## src/rtl/interrupt_controller_if.sv

```systemverilog
// Signal bundle between the interrupt controller and the core/peripheral side.
// The slave modport is the controller; the master modport is the core and its peripherals.
interface interrupt_controller_if #(
  parameter int N_IRQ = 8,
  parameter int ID_W  = 8
);
  logic [N_IRQ-1:0] irq;
  logic             mask_we;
  logic [N_IRQ-1:0] mask_wdata;
  logic             int_ack;
  logic             reti;
  logic             int_req;
  logic [ID_W-1:0]  int_id;
  logic             in_service;
  logic [N_IRQ-1:0] pending;

  modport master (
    output irq, mask_we, mask_wdata, int_ack, reti,
    input  int_req, int_id, in_service, pending
  );

  modport slave (
    input  irq, mask_we, mask_wdata, int_ack, reti,
    output int_req, int_id, in_service, pending
  );
endinterface

```

## src/rtl/interrupt_controller.sv

```systemverilog
// Edge-latched, maskable, fixed-priority (lowest index wins) interrupt controller
// delivering one non-nested interrupt at a time to the core.
module interrupt_controller #(
  parameter int N_IRQ = 8,
  parameter int ID_W  = 8
) (
  input  logic                   clk,
  input  logic                   reset,
  interrupt_controller_if.slave  bus
);

  typedef enum logic {IDLE = 1'b0, BUSY = 1'b1} state_t;

  state_t           state_reg, state_next;
  logic [N_IRQ-1:0] irq_prev_reg;
  logic [N_IRQ-1:0] pending_reg, pending_next;
  logic [N_IRQ-1:0] mask_reg;
  logic             int_req_reg, int_req_next;
  logic [ID_W-1:0]  int_id_reg;

  logic [N_IRQ-1:0] edge_det;
  logic [N_IRQ-1:0] eligible;
  logic [ID_W-1:0]  sel_idx;
  logic             ack_accept;

  assign edge_det = bus.irq & ~irq_prev_reg;
  assign eligible = pending_reg & mask_reg;

  // Descending scan so the lowest eligible index is the final assignment.
  always_comb begin
    sel_idx = '0;
    for (int i = N_IRQ - 1; i >= 0; i--) begin
      if (eligible[i]) sel_idx = ID_W'(i);
    end
  end

  // An ack counts only in IDLE with a request up and something still eligible now.
  assign ack_accept = (state_reg == IDLE) && bus.int_ack && int_req_reg && (eligible != '0);

  generate
    for (genvar gi = 0; gi < N_IRQ; gi++) begin : g_pending
      // A new edge in the clearing cycle keeps the bit set.
      assign pending_next[gi] = edge_det[gi] |
                                (pending_reg[gi] & ~(ack_accept && (sel_idx == ID_W'(gi))));
    end
  endgenerate

  always_comb begin
    state_next   = state_reg;
    int_req_next = 1'b0;
    case (state_reg)
      IDLE: begin
        if (ack_accept) begin
          state_next = BUSY;
        end else begin
          int_req_next = (eligible != '0);
        end
      end
      BUSY: begin
        if (bus.reti) state_next = IDLE;
      end
      default: state_next = IDLE;
    endcase
  end

  always_ff @(posedge clk or posedge reset) begin
    if (reset) begin
      state_reg    <= IDLE;
      irq_prev_reg <= '0;
      pending_reg  <= '0;
      mask_reg     <= '1;
      int_req_reg  <= 1'b0;
      int_id_reg   <= '0;
    end else begin
      state_reg    <= state_next;
      irq_prev_reg <= bus.irq;
      pending_reg  <= pending_next;
      int_req_reg  <= int_req_next;
      if (bus.mask_we) mask_reg <= bus.mask_wdata;
      if (ack_accept) int_id_reg <= sel_idx;
    end
  end

  assign bus.int_req    = int_req_reg;
  assign bus.int_id     = int_id_reg;
  assign bus.in_service = (state_reg == BUSY);
  assign bus.pending    = pending_reg;

endmodule

```

## src/flat_wrapper.sv

```systemverilog
// flat-port wrapper written by rule: the top's interface ports become plain ports
module interrupt_controller_flat 
#(
  parameter int N_IRQ = 8,
  parameter int ID_W  = 8
)
  (clk, reset, bus_irq, bus_mask_we, bus_mask_wdata, bus_int_ack, bus_reti, bus_int_req, bus_int_id, bus_in_service, bus_pending);
  interrupt_controller_if #(.N_IRQ(N_IRQ), .ID_W(ID_W)) bus_i ();
  input  logic clk;
  input  logic reset;
  input wire logic [$bits(bus_i.irq)-1:0] bus_irq;
  input wire logic [$bits(bus_i.mask_we)-1:0] bus_mask_we;
  input wire logic [$bits(bus_i.mask_wdata)-1:0] bus_mask_wdata;
  input wire logic [$bits(bus_i.int_ack)-1:0] bus_int_ack;
  input wire logic [$bits(bus_i.reti)-1:0] bus_reti;
  output wire logic [$bits(bus_i.int_req)-1:0] bus_int_req;
  output wire logic [$bits(bus_i.int_id)-1:0] bus_int_id;
  output wire logic [$bits(bus_i.in_service)-1:0] bus_in_service;
  output wire logic [$bits(bus_i.pending)-1:0] bus_pending;
  assign bus_i.irq = bus_irq;
  assign bus_i.mask_we = bus_mask_we;
  assign bus_i.mask_wdata = bus_mask_wdata;
  assign bus_i.int_ack = bus_int_ack;
  assign bus_i.reti = bus_reti;
  assign bus_int_req = bus_i.int_req;
  assign bus_int_id = bus_i.int_id;
  assign bus_in_service = bus_i.in_service;
  assign bus_pending = bus_i.pending;
  interrupt_controller #(.N_IRQ(N_IRQ), .ID_W(ID_W)) u_core (.clk(clk), .reset(reset), .bus(bus_i));
endmodule
```

## config.mk

```make
export PLATFORM = sky130hd
export DESIGN_NAME = interrupt_controller_flat
export DESIGN_NICKNAME = d
export VERILOG_FILES = /design/src/rtl/interrupt_controller_if.sv /design/src/rtl/interrupt_controller.sv /design/src/flat_wrapper.sv
export SDC_FILE = /design/constraint.sdc
export NUM_CORES = 1
export LEC_CHECK = 0
export ABC_CLOCK_PERIOD_IN_PS = 2990
export BUFFER_PORTS_ARGS = -buffer_cell sky130_fd_sc_hd__buf_2
export CAP_MARGIN = 20
export CORE_ASPECT_RATIO = 1.25
export CORE_UTILIZATION = 45
export DETAILED_ROUTE_END_ITERATION = 10
export GPL_TIMING_DRIVEN = 0
export PLACE_DENSITY_LB_ADDON = 0.1
export SLEW_MARGIN = 20
export SYNTH_ARGS = -nofsm -noshare
export SYNTH_HDL_FRONTEND = slang
export SYNTH_SLANG_ARGS = --single-unit
```

## constraint.sdc

```tcl
create_clock -name clk -period 2.99 [get_ports clk]
set_clock_uncertainty 0.05 [all_clocks]
set_input_delay 0.598 -clock clk [delete_from_list [all_inputs] [get_ports clk]]
set_output_delay 0.598 -clock clk [all_outputs]
set_load 0.005 [all_outputs]
```

==> flow_summary.ini <==
[outcome]
status = completed

[synthesis]
synth-edff-count = 0
synth_area_per_cell_um2 = 11.5
synth_xor_area_share_pct = 0
synth-compound-area-share_pct = 16.1
synth_mux_area_share_pct = 6.18
ys_types = 35
yosysTopAreaCellShare_pct = 41.2
yosys.area_share.simple_pct = 12.7
synthesis.yosys.warnings = 0
yosys.area_share.adder_pct = 0
ys_top_cells_by_count = 21 x dfrtp_1, 13 x inv_1, 8 x dfstp_2, 8 x nand2_1, 7 x mux2_2
synthesis.area_mm2 = 0.00127
synth_seq_area_share_pct = 57.7
synthArstFlopShare_pct = 100
ys_top_cells_by_area = dfrtp_1 41%, dfstp_2 16%, mux2_2 6.2%
yosysTopAreaCell = dfrtp_1
synth_top_family_by_area = compound AO/OA/AOI/OAI gates
yosysMostFrequentCell = dfrtp_1
synth-seq-cells = 29
syn_inst = 111
ys.flop_type = dfrtp_1

[setup_path]
cp_max_fo = 4
r2r_slack_ns = 1.47
critPathLaunchType = flip-flop
path_buf_inv = 1
crit_family = flip-flops
path_class = flip-flop to primary output
arrival_ns = 0.94
max_stage_delay_ns = 0.45
path_cells = buf_2
critPathCaptureType = primary output
crit_slowest_cell = dfrtp_1
cp.required_ns = 2.34

[detailed_routing]
final_antenna_net_count = 0
drc = 0
wl_mm = 2.30
viasPerCell = 4.99
drt_iter0_markers = 10
vias = 943
post_drt_wl_per_cell_um = 12.1
first_pass_iters = 2

[clocking]
clkSinkCount = 29
cts_resized = 0
clk_latency_ns = 0.33
cts_hold_buf = 0
post-cts-setup-buffers = 0
root_buffer = clkbuf_4
cts_tree = built
clkTransAtPathRegs_ns = 0.09
htreeDepth = 2
clockBufferDepth = 2
numCtsBuffers = 5

[timing]
setup_tns_ns = 0
fmax_ghz = 0.632
report.final.slew_viol_count = 0
rsz0062_at_grt = no
fin_crit_ns = 1.58
hold_viol_final = 0
final.period_utilization_pct = 52.9
worstMarginPinSlew_ns = 0.586
layout_setup_ws_ns = 1.41
max_slew_margin_pct = 60.9
setup_violations = 0

[global_routing]
grt_pass1_vias = 908
grt-ovfl-total = 0
antenna_found_initial = 0
grt_pass1_wl_mm = 3.93
grt_max_degree = 30
track_usage_pct = 18.2

[finish]
antenna_cells = 0
nets = 175
post-route-util_pct = 57.6
syn_to_final_growth_pct = 21.0
drive_gt1_share_pct = 43.9

[die]
core-area_mm2 = 0.00268
die_w_um = 49.6
die_h_um = 61.5
die-area_mm2 = 0.00305
ioPinCount = 39
start_util_pct = 47.6
rows = 21

[hold_path]
min_path_type = input port to async pin

[placement]
pre_cts_slack_ns = 1.28
dp_hpwl_mm = 1.71
numPortBuffers = 32
gp_congestion = 0.722

[power]
p_leak_nw = 0.738
finalPower_uw = 989
max-vdd-ir-drop_v = 0.000345
p_per_area_mw_per_mm2 = 641

[job]
maxCapViolCount = 0
==> routing by layer <==
| metal | global-route usage (%) | vias to the layer above | share of wire, % |
|---|---|---|---|
| met4 | 11.0 | 0 | 2.9 |
| met2 | 29.5 | 26 | 48 |
| met5 | 0 | - | 0 |
| met1 | 20.7 | 445 | 44 |
| met3 | 6.91 | 7 | 6.0 |
| li1 | - | 465 | - |
==> report_power, final <==
part / switching, mW / internal, mW
combinational: 0.123 / 0.123
clock: 0.127 / 0.0913
sequential: 0.0581 / 0.467
==> final timing paths <==
path	start	end	depth (start not counted)
worst max-delay path	u_core.bus.pending[1]$_DFF_PP0_	bus_pending[1]	1
worst min-delay path	reset	u_core.irq_prev_reg[1]$_DFF_PP0_	2
worst max register to register	u_core.mask_reg[3]$_DFFE_PP1P_	u_core.bus.pending[7]$_DFF_PP0_	4
worst min register to register	u_core.irq_prev_reg[4]$_DFF_PP0_	u_core.bus.pending[4]$_DFF_PP0_	1
max in group asynchronous	reset	u_core.bus.int_id[2]$_DFFE_PP0P_	2
min in group clk	bus_irq[1]	u_core.irq_prev_reg[1]$_DFF_PP0_	1
==> cell families (layout without fill, tap and decap cells) <==
| group | count (synthesis) | count (layout) |
|---|---|---|
| compound gates | 27 | 27 |
| buf+inv | 19 | 59 |
| flops | 29 | 29 |
| mux | 7 | 7 |
| other cells | 1 | 5 |
| simple gates | 28 | 28 |
==> layout make-up <==
cell class	instances	area [um^2]
fillers	276	1140
flip-flops and latches	29	736
multi-input cells	67	464
repair buffers	32	160
inverters	13	48.8
clock buffers	7	45.0
well taps	34	42.5
plain buffers	6	41.3
clock inverters	1	5.00
==> layout by cell type (no fill, tap or decap), types with 2 or more instances in the layout <==
cell	Yosys	routed
a22o_1	2	2
mux2_2	7	7
o21ai_1	3	3
nand2b_1	2	2
a22oi_1	2	2
clkbuf_1	1	3
a22oi_2	2	2
nor2_1	4	4
dfstp_2	8	8
clkbuf_4	0	5
nand2_1	8	8
nand3_1	4	4
dfrtp_1	21	21
conb_1	1	5
buf_4	5	5
a21oi_1	4	4
buf_2	0	32
inv_1	13	12
o21ai_0	5	5
o22ai_1	2	2
==> through the flow <==
step / instance area, um^2 / hold WS (ns) / cells
finish: 1540 / 0.271 / 189
global route: 1540 / 0.311 / 189
CTS: 1540 / 0.314 / 189
detailed placement: 1490 / 0.348 / 181
global placement: 1490 / 0.346 / 181
floorplan: 1290 / 0.342 / 115
No activity file was read; power rests on OpenSTA's default activity.
